**config.mk**
```make
export PLATFORM = sky130hd
export DESIGN_NAME = sm83_timer
export DESIGN_NICKNAME = d
export VERILOG_FILES = /design/src/rtl/sm83_timer.sv
export SDC_FILE = /design/constraint.sdc
export NUM_CORES = 1
export LEC_CHECK = 0
export ABC_AREA = 1
export CAP_MARGIN = 20
export CORE_MARGIN = 8
export CORE_UTILIZATION = 45
export CTS_CLUSTER_DIAMETER = 30
export DETAILED_ROUTE_END_ITERATION = 16
export GPL_TIMING_DRIVEN = 0
export PLACE_DENSITY = 0.7
export SLEW_MARGIN = 15
export SYNTH_ARGS = -nofsm -noshare
export SYNTH_HDL_FRONTEND = slang
export SYNTH_SLANG_ARGS = --single-unit
```
**constraint.sdc**
```tcl
create_clock -name clk -period 1.85 [get_ports clk]
set_input_delay 0.37 -clock clk [delete_from_list [all_inputs] [get_ports clk]]
set_output_delay 0.37 -clock clk [all_outputs]
set_load 0.01 [all_outputs]
```
**src/rtl/sm83_timer.sv**
```systemverilog
// DMG timer block (DIV/TIMA/TMA/TAC) decoded on the CPU bus, with a one-clock timer irq.
// Define SM83_TIMER_RELOAD_DELAY_EN for the DMG-accurate four-clock delayed TIMA reload.
module sm83_timer #(
    parameter logic [15:0] BASE_ADDR   = 16'hFF04,
    parameter logic [15:0] SYSCNT_INIT = 16'h0000
) (
    input  logic        clk,
    input  logic        rst,
    input  logic [15:0] addr,
    input  logic [7:0]  w_data,
    input  logic        w_wen,
    output logic [7:0]  r_data,
    output logic        r_hit,
    output logic        irq
);

    localparam int unsigned AW  = 16;
    localparam int unsigned DW  = 8;
    localparam int unsigned TW  = 3;

    logic [AW-1:0] offset;
    logic          wr_en;
    logic          wr_div;
    logic          wr_tima;
    logic          wr_tma;
    logic          wr_tac;

    logic [AW-1:0] sysc_q, sysc_d;
    logic [DW-1:0] tima_q, tima_d;
    logic [DW-1:0] tma_q,  tma_d;
    logic [TW-1:0] tac_q,  tac_d;
    logic          tick_q, tick_d;
    logic          irq_q,  irq_d;

    logic          tap;
    logic          tick_sig;
    logic          fall;

    // Address decode; offset wraps so any BASE_ADDR alignment works.
    assign offset  = addr - BASE_ADDR;
    assign r_hit   = (offset[AW-1:2] == '0);
    assign wr_en   = w_wen & r_hit;
    assign wr_div  = wr_en & (offset[1:0] == 2'd0);
    assign wr_tima = wr_en & (offset[1:0] == 2'd1);
    assign wr_tma  = wr_en & (offset[1:0] == 2'd2);
    assign wr_tac  = wr_en & (offset[1:0] == 2'd3);

    always_comb begin
        r_data = '0;
        if (r_hit) begin
            case (offset[1:0])
                2'd0:    r_data = sysc_q[AW-1:DW];
                2'd1:    r_data = tima_q;
                2'd2:    r_data = tma_q;
                default: r_data = {5'b11111, tac_q};
            endcase
        end
    end

    // Frequency tap; TIMA counts on the falling edge of the gated tap.
    always_comb begin
        case (tac_q[1:0])
            2'd0:    tap = sysc_q[9];
            2'd1:    tap = sysc_q[3];
            2'd2:    tap = sysc_q[5];
            default: tap = sysc_q[7];
        endcase
    end

    assign tick_sig = tac_q[2] & tap;
    assign fall     = tick_q & ~tick_sig;
    assign tick_d   = tick_sig;
    assign sysc_d   = wr_div ? '0 : AW'(sysc_q + AW'(1));
    assign tma_d    = wr_tma ? w_data : tma_q;
    assign tac_d    = wr_tac ? w_data[TW-1:0] : tac_q;

`ifdef SM83_TIMER_RELOAD_DELAY_EN
    typedef enum logic {
        S_IDLE = 1'b0,
        S_WAIT = 1'b1
    } state_e;

    state_e     state_q, state_d;
    logic [1:0] cnt_q,   cnt_d;
    logic       overflow;
    logic       reload;

    assign overflow = (state_q == S_IDLE) & fall & ~wr_tima & (tima_q == 8'hFF);
    assign reload   = (state_q == S_WAIT) & (cnt_q == 2'd0) & ~wr_tima;

    always_ff @(posedge clk) begin
        if (rst) begin
            state_q <= S_IDLE;
            cnt_q   <= 2'd0;
        end else begin
            state_q <= state_d;
            cnt_q   <= cnt_d;
        end
    end

    // A TIMA write during the wait abandons the pending reload.
    always_comb begin
        state_d = state_q;
        cnt_d   = cnt_q;
        case (state_q)
            S_IDLE: begin
                if (overflow) begin
                    state_d = S_WAIT;
                    cnt_d   = 2'd3;
                end
            end
            default: begin
                if (wr_tima || (cnt_q == 2'd0)) begin
                    state_d = S_IDLE;
                    cnt_d   = 2'd0;
                end else begin
                    cnt_d = 2'(cnt_q - 2'd1);
                end
            end
        endcase
    end

    always_comb begin
        tima_d = tima_q;
        irq_d  = 1'b0;
        if (wr_tima) begin
            tima_d = w_data;
        end else if (reload) begin
            tima_d = tma_d;
            irq_d  = 1'b1;
        end else if (fall) begin
            tima_d = DW'(tima_q + DW'(1));
        end
    end
`else
    // Immediate reload: overflow loads TMA on the same edge.
    always_comb begin
        tima_d = tima_q;
        irq_d  = 1'b0;
        if (wr_tima) begin
            tima_d = w_data;
        end else if (fall) begin
            if (tima_q == 8'hFF) begin
                tima_d = tma_d;
                irq_d  = 1'b1;
            end else begin
                tima_d = DW'(tima_q + DW'(1));
            end
        end
    end
`endif

    always_ff @(posedge clk) begin
        if (rst) begin
            sysc_q <= SYSCNT_INIT;
            tima_q <= '0;
            tma_q  <= '0;
            tac_q  <= '0;
            tick_q <= 1'b0;
            irq_q  <= 1'b0;
        end else begin
            sysc_q <= sysc_d;
            tima_q <= tima_d;
            tma_q  <= tma_d;
            tac_q  <= tac_d;
            tick_q <= tick_d;
            irq_q  <= irq_d;
        end
    end

    assign irq = irq_q;

endmodule

```
Yosys cells after proc, flatten, opt, wreduce, memory -nomap -nowiden

Cells that the tools add are included.

Register bits after elaboration: 37
Bits of input ports: 27
Output and inout bits: 10
Logic and storage cells: 38

$add $sub $neg: 3
Equal/unequal tests: 6
Multiplexer cells: 8
Bitwise logic cells: 9
Reductions and logical operators: 6

Operators with widths:

| operator               | number |
|---|---|
| $mux 8                 | 5 |
| $pmux 8 s3             | 1 |
| $add 16x1->16 const B  | 1 |
| $sub 16x16->16 const B | 1 |
| $logic_not 14->1       | 1 |
| $add 8x1->8 const B    | 1 |
| $eq 8x8->1 const B     | 1 |
| $and 1x1->1            | 7 |
| $eq 2x2->1 const B     | 3 |
| $eq 2x1->1 const B     | 2 |
| $logic_not 2->1        | 2 |
| $pmux 1 s3             | 1 |
| $reduce_or 3->1        | 1 |
| $not 1->1              | 2 |
| $reduce_bool 2->1      | 1 |
| $reduce_or 2->1        | 1 |
| $mux 1                 | 1 |

Logic depth before layout (Yosys ltp)

Gate-level depths: netlist of run 1.

Word-level depth: 8
Gate-level depth with buffers: 12
Mapped depth without buffers: 11

Worst setup path after synthesis of run 1

No wires, ideal clock.

Path kind: input to output
Start point: in addr[6]
End point: out r_data[3]
Arrival: 1178 ps
Required time: 1480 ps
Path slack: 302 ps
Stages on the path: 5
Buffers on the path: 0
Cells stage by stage: nor2_1 > nand3_2 > nor2_8 > inv_1 > a31oi_1

Cells in the longest elaborated chain, start to end: 3

Ends and longest elaborated chain:

| what               | line | RTL |
|---|---|---|
| start: declaration | 9    | `input logic [15:0] addr,` |
| $sub 16x16->16     | 40   | `assign offset = addr - BASE_ADDR;` |
| $logic_not 14->1   | 41   | `assign r_hit = (offset[AW-1:2] == '0);` |
| net r_hit          | 13   | `output logic r_hit,` |
| $mux 8             | 50   | `if (r_hit) begin` |
| end: declaration   | 12   | `output logic [7:0] r_data,` |

The timed path passes the listed nets, and every way through them passes these cells.

Final worst setup path of run 1

Start point: in addr[0]
End point: out r_data[6]

Cells in the longest elaborated chain, start to end: 4
Elaborated cells between the ends (all ways): 7
Classes of those cells: add/sub: 1; eq/ne: 2; mux: 2; reduce/logical: 2

Ends and longest elaborated chain:

| what                               | line | RTL |
|---|---|---|
| $sub 16x16->16 *                   | 40   |  |
| $eq 2x2->1 (tied with other cells) | 51   | `case (offset[1:0])` |
| $pmux 8 s3                         | 51   |  |
| $mux 8 *                           | 50   |  |

Mark *: on every way between the ends. The rest lies on a longest branch, timed or not.

==> metrics.md, run 1 <==
| Metric | Value |
|---|---|
| Top Ports | 37 |
| Worst Setup End Kind | output port |
| Post-DP HPWL | 4.23 mm |
| Yosys warnings | 0 |
| Worst-path maximum fanout | 8 |
| RSZ-0062 raised after global routing | true |
| Synthesized cell area | 2110 sq um |
| Most used cell, CP | nand2_1 |
| CTS Buf Count | 5 |
| DIE HEIGHT | 84.6 microns |
| CTS tree | done |
| Wire per inst | 13.2 microns |
| Final setup skew | 5.87 ps |
| Netlist cell types | 38 |
| Area delta synth->final | 25.6% |
| Hold EP | sysc_q[0] |
| DRC Markers | 0 |
| P_int | 1.13 mW |
| Max-Cap Viols | 0 |
| DP Area | 2540 sq um |
| Synth Area in Compound Gates | 0.166 |
| Clock tree sinks | 37 |
| Post-Synth Simple-Gate Area | 0.360 |
| Buffers & Inverters on Critical Path | 4 |
| Hold_sp | sysc_q[0] |
| Total Power | 1.47 mW |
| Worst R2R End | tima_q[1] |
| # hold bufs at CTS | 0 |
| Least-Margin Pin Slew | 509 ps |
| First-pass GRT wire length | 9.29 mm |
| Sequential power share | 0.546 |
| Post-route setup TNS | 0 ps |
| CP peak stage delay | 270 ps |
| Psw | 345 uW |
| H-tree Lvls | 2 |
| Post-synthesis xor/xnor area fraction | 0.0290 |
| Top cell type's share of synthesized area | 0.350 |
| Fin crit period | 1780 ps |
| WP data required | 1480 ps |
| Vias in the first global route | 1999 |
| Syn Nets | 331 |
| Port Buffers | 36 |
| Fin. Hold Viols | 0 |
| Largest family of logic cells by synthesized area | simple AND/OR/NAND/NOR gates |
| Sequential element share of the synthesized area | 0.350 |
| #FFs+latches synth | 37 |
| Grt ovf | 0 |
| Vias | 2092 |
| Clock power share | 0.371 |
| DR iter-0 viols | 124 |
| Critical path's slowest cell | dlygate4sd2_1 |
| First-pass iteration count of the detailed router | 4 |
| Share of post-route cells with drive strength above 1 | 0.182 |
| Syn Inst Count | 302 |
| Core Area | 4630 sq um |
| Fin worst setup slack | 68.6 ps |
| Largest cells by area after synthesis | dfxtp_1 35%, nand2_1 12%, a21oi_1 5.7%, inv_1 5.3%, nor2_1 5.3% |
| Initial antenna violation count | 0 |
| Vias per inst | 5.17 |
| Finished Layout Cells | 405 |
| Mux contribution to synthesized area | 0 |
| Placed cell count | 392 |
| # diodes | 0 |
| Critical Path AT | 1410 ps |
| Area leader, netlist | dfxtp_1 |
| Crit path max-delay family | buffers and inverters |
| Final worst path period share | 0.963 |
| Worst-path clk slew | 70 ps |
| CTS max path bufs | 2 |
| Largest net degree at the start of global routing | 12 |
| Commonest non-fill, non-tap cell in the layout | nand2_1 |
| # rows | 25 |
| Util after Layout | 0.574 |
| Placer Congestion | 0.817 |
| Die width | 84.6 microns |
| Power per cell area | 555 nW/um^2 |
| Setup Crit Path Kind | primary input to output port |
| Worst slack, placed | -750 ps |
| RR Startpoint | tima_q[1] |
| DIE AREA | 7150 sq um |
| Initial core utilization | 0.457 |
| Hold_ws | 443 ps |
| R2R Setup Slk | 190 ps |
| Max IR drop VDD | 0.000467 V |
| Synth Area in Adders | 0.0118 |
| Comb power frac | 0.084 |
| Slew HR | 0.661 |
| Post-layout instance area | 2660 sq um |
| Gr usage total | 0.159 |
| Post-route ant nets | 0 |
| Setup violations, final | 0 |
| Sw frac | 0.234 |
| Min-Delay Path Depth | 1 |
| Pins Over Slew Limit | 0 |
| Startpoint Class | primary input |
| Status | completed |
| Clock latency on the worst-skew pair | 290 ps |
| Cell Chain, Critical Path | dlygate4sd2_1 -> buf_6 -> nand2_1 -> inv_2 -> nand2_1 -> a31oi_1 -> buf_2 |
| Leak Pwr | 1.04 nW |
| Final nets | 379 |
| Avg Cell Area, Syn | 7.00 sq um |
| Highest-count cells in the layout ignoring fill and taps | 66 x nand2_1, 36 x dfxtp_1, 29 x inv_1 |
| Root Driver | clkbuf_8 |
| Routed WL | 5.33 mm |
| Filler cells | 461 |
| HP Class | flop to flop |
| Fmax achieved | 561 MHz |
| Worst reg2reg path depth | 8 |
==> sequential cells by signal, indices dropped and copies added (netlist names) <==
signal	flops
irq	1
sysc_q	16
tac_q	3
tick_q	1
tima_q	8
tma_q	8
==> final cells by class <==
| cell class | instances | area (sq um) | share of cell area |
|---|---|---|---|
| multi-input cells | 224 | 1240 | 0.466 |
| clock buffers | 8 | 80.1 | 0.0301 |
| flip-flops and latches | 37 | 742 | 0.279 |
| repair buffers | 40 | 338 | 0.127 |
| inverters | 36 | 141 | 0.0532 |
| well taps | 54 | 67.6 | 0.0254 |
| plain buffers | 6 | 48.8 | 0.0184 |
==> layer usage <==
layer,wire (microns),vias to the layer above,GRT usage
met2,2710,46,0.283
met5,0,-,0
met4,37,0,0.0388
li1,-,1101,-
met1,2330,941,0.187
met3,250,4,0.0371
==> worst reg2reg max path, cell delays in order, from the launching register on <==
cell     delay (ps)
dfxtp_1         400
ha_1            200
nand2_2          90
nor3_2          210
nand2_2         120
nor2_8          200
nand3_1         110
a21oi_1         150
nor2_1           50
==> worst max-delay path by stage <==
| stage | startpoint | to | slack, ps | depth (start not counted) |
|---|---|---|---|---|
| 2_1_floorplan | addr[6] | r_data[3] | 300 | 5 |
| 6_report | addr[0] | r_data[6] | 70 | 7 |
| 3_3_place_gp | addr[13] | r_data[4] | -750 | 8 |
| 4_1_cts | addr[7] | r_data[1] | 30 | 7 |
| 3_5_place_dp | addr[13] | r_data[4] | -750 | 8 |
| 5_1_grt | addr[0] | r_data[7] | -4 | 6 |
==> power by group through the flow <==
| stage | Clock, mW | Combinational, mW | Sequential, mW |
|---|---|---|---|
| floorplan | 0 | 0.0460 | 0.822 |
| global placement | 0 | 0.121 | 0.823 |
| detailed placement | 0 | 0.122 | 0.823 |
| CTS | 0.554 | 0.123 | 0.805 |
| global route | 0.598 | 0.134 | 0.805 |
| finish | 0.547 | 0.123 | 0.805 |
==> cells by family after synthesis <==
logic type	after synthesis
adders and majority gates	2
xor gates and xnor gates	7
AOI/OAI and AO/OA	60
and+or+nand+nor	154
DFF	37
buffers and inverters	42
==> cells in the mapped netlist, drive strengths merged <==
cell and instances:
nor3 8, nand3 24, nor2 34, buf 4
nor4 3, inv 35, a21oi 27, a31oi 8
nand2 76, nor3b 1, clkinv 1, a211oi 3
o211ai 3, a221oi 1, xor2 7, clkbuf 2
or2 3, ha 2, o21bai 1, and3 1
nand4 4, o21ai 17, dfxtp 37
==> what timing repair did <==
action                                  in CTS  in global routing
endpoints found under the setup margin       9                 11
gates cloned                                 1                  0
pin swaps                                   15                  7
resized for setup                           64                 10
buffers inserted                             3                  1
Power figures use the tool's default switching activity.
==> inputs of run 2 (changes only) <==
CORE_UTILIZATION = 52   (was 45)
PLACE_DENSITY = 0.79   (was 0.7)
SLEW_MARGIN = not set   (was 15)
==> run 2 against run 1 <==
- via count increased by 2.9%
- die area fell by 11%
- design area is 0.71% lower
- sequential power barely moved
- setup slack got worse by 33 ps
- clock-buffer cell count is the same
- register-to-register slack worse by 30 ps
- hold slack got worse by 1.9 ps
- sequential cell count unchanged
- highest routed layer unchanged
==> metrics.md, run 2 (synthesis gave the netlist of run 1 again) <==
| Metric | Value |
|---|---|
| Commonest non-fill, non-tap cell in the layout | nand2_1 |
| Worst Setup End Kind | output port |
| # diodes | 0 (unchanged) |
| Grt ovf | 0 (unchanged) |
| H-tree Lvls | 2 (unchanged) |
| Pins Over Slew Limit | 0 (unchanged) |
| Critical Path AT | 1440 ps (+30 ps) |
| Area of the multi-input gates | 1240 sq um (unchanged) |
| WL met1 | 2.32 mm (-0.60%) |
| RR Startpoint | tima_q[1] |
| Max-Cap Viols | 0 (unchanged) |
| DIE AREA | 6360 sq um (-11%) |
| Clock latency on the worst-skew pair | 290 ps (about the same) |
| Leak Pwr | 1.04 nW (+0.15%) |
| Area delta synth->final | 24.7% |
| First-pass iteration count of the detailed router | 4 (unchanged) |
| Most flops, register | sysc_q |
| Fin. Hold Viols | 0 (unchanged) |
| Max IR drop VDD | 0.000547 V (+17%) |
| Initial core utilization | 0.532 (+0.0757) |
| Gr usage total | 0.179 (+0.0200) |
| Placed cell count | 388 (-1.0%) |
| Finished Layout Cells | 399 (-1.5%) |
| DP Area | 2540 sq um (-0.20%) |
| # rows | 23 (-8.0%) |
| WP data required | 1480 ps (about the same) |
| Fmax achieved | 551 MHz (-1.8%) |
| CTS max path bufs | 2 (unchanged) |
| Worst-path clk slew | 60 ps (about the same) |
| Largest net degree at the start of global routing | 11 (-1) |
| Die width | 79.8 microns (-5.7%) |
| Share of post-route cells with drive strength above 1 | 0.178 (-0.00469) |
| RSZ-0062 raised after global routing | true |
| Startpoint Class | primary input |
| Fin crit period | 1810 ps (+33.2 ps) |
| Hold EP | sysc_q[0] |
| Routed WL | 5.55 mm (+4.1%) |
| CP peak stage delay | 270 ps (about the same) |
| DIE HEIGHT | 79.8 microns (-5.7%) |
| Crit path max-delay family | buffers and inverters |
| Highest-count cells in the layout ignoring fill and taps | 65 x nand2_1, 36 x dfxtp_1, 29 x inv_1 |
| DRC Markers | 0 (unchanged) |
| Util after Layout | 0.664 (+0.0904) |
| CTS Buf Count | 5 (unchanged) |
| Worst R2R End | tima_q[1] |
| Placer Congestion | 0.854 (+4.6%) |
| Setup Crit Path Kind | primary input to output port |
| Vias per inst | 5.40 (+4.5%) |
| R2R Setup Slk | 160 ps (-30 ps) |
| Root Driver | clkbuf_8 |
| HP Class | flop to flop |
| Vias | 2153 (+2.9%) |
| Port Buffers | 36 (unchanged) |
| First-pass GRT wire length | 9.26 mm (-0.30%) |
| Final nets | 377 (-0.53%) |
| Final worst path period share | 0.981 (+0.0180) |
| Critical path's slowest cell | dlygate4sd2_1 |
| Hold_sp | sysc_q[0] |
| Power per cell area | 559 nW/um^2 (+0.74%) |
| Vias in the first global route | 2030 (+1.6%) |
| Worst-path maximum fanout | 8 (unchanged) |
| Slew HR | 0.662 (+0.00130) |
| Worst reg2reg path depth | 8 (unchanged) |
| # hold bufs at CTS | 0 (unchanged) |
| Buffers & Inverters on Critical Path | 4 (unchanged) |
| CTS tree | done |
| Hold_ws | 441 ps (-1.91 ps) |
| Final setup skew | 10.8 ps (+4.89 ps) |
| Met2 WL | 2.81 mm (+3.6%) |
| Filler cells | 355 (-23%) |
| Initial antenna violation count | 0 (unchanged) |
| Register cell area after layout | 742 sq um (unchanged) |
| Post-layout instance area | 2640 sq um (-0.71%) |
| Met3 wire len | 319 microns (+28%) |
| Top Ports | 37 (unchanged) |
| Post-DP HPWL | 4.20 mm (-0.67%) |
| Wire per inst | 13.9 microns (+5.6%) |
| DR iter-0 viols | 156 (+26%) |
| Setup violations, final | 0 (unchanged) |
| Top flop regs | sysc_q: 16 flops, tima_q: 8 flops, tma_q: 8 flops |
| DR top layer | met4 |
| Post-route ant nets | 0 (unchanged) |
| Core Area | 3970 sq um (-14%) |
| Clock tree sinks | 37 (unchanged) |
| Min-Delay Path Depth | 1 (unchanged) |
| Least-Margin Pin Slew | 507 ps (-1.95 ps) |
| Status | completed |
| Cell Chain, Critical Path | dlygate4sd2_1 -> buf_6 -> nand2_2 -> inv_4 -> a221oi_2 -> a21oi_1 -> buf_2 |
| Max reg flops | 16 (unchanged) |
run 2: worst reg2reg max path, cell delays in order, from the launching register on:
cell and delay, ps:
dfxtp_1 410, ha_1 210, nand2_2 90, nor3_2 220
nand2_2 120, nor2_8 200, nand3_1 120, a21oi_1 140
nor2_1 60
run 2: through the flow:
step | power [mW] | setup TNS [ps] | setup slack (ps)
finish | 1.48 | 0 | 35.3
global route | 1.52 | -51.6 | -20.5
CTS | 1.47 | 0 | 40.9
detailed placement | 0.944 | -10460 | -728
global placement | 0.942 | -10000 | -741
floorplan | 0.868 | 0 | 302
run 2: area by class of cell:
cell class                      instances  share of cell area
Buffer                                  6              0.0185
Tap cell                               50              0.0237
Clock buffer                            8              0.0304
Inverter                               36              0.0546
Multi-Input combinational cell        223               0.470
Timing Repair Buffer                   39               0.122
Sequential cell                        37               0.281
run 2: routing by layer:
layer / global-route usage / up-vias
met5: 0 / -
met4: 0.0582 / 0
met3: 0.0394 / 12
met2: 0.316 / 63
met1: 0.209 / 985
li1: - / 1093
run 2: repair_timing:
action                     CTS  global route
pin swaps                   13             3
setup buffers                2             1
setup endpoints to repair    9             8
resized for setup           62             8
hold endpoints to repair     0             0
run 2: worst max-delay path by stage:
stage	from	end	slack (ps)	depth (start not counted)
after floorplan	addr[6]	r_data[3]	300	5
after global placement	addr[13]	r_data[4]	-740	8
after detailed placement	addr[13]	r_data[4]	-730	8
after CTS	addr[0]	r_data[0]	40	7
after global routing	addr[13]	r_data[1]	-20	8
final	addr[0]	r_data[0]	40	7
run 2: where the power goes:
part,internal [mW],leakage (nW),switching (mW),total (mW)
Combinational,0.0586,0.700,0.0648,0.123
Clock,0.268,0.0395,0.279,0.547
Sequential,0.801,0.299,0.00314,0.805
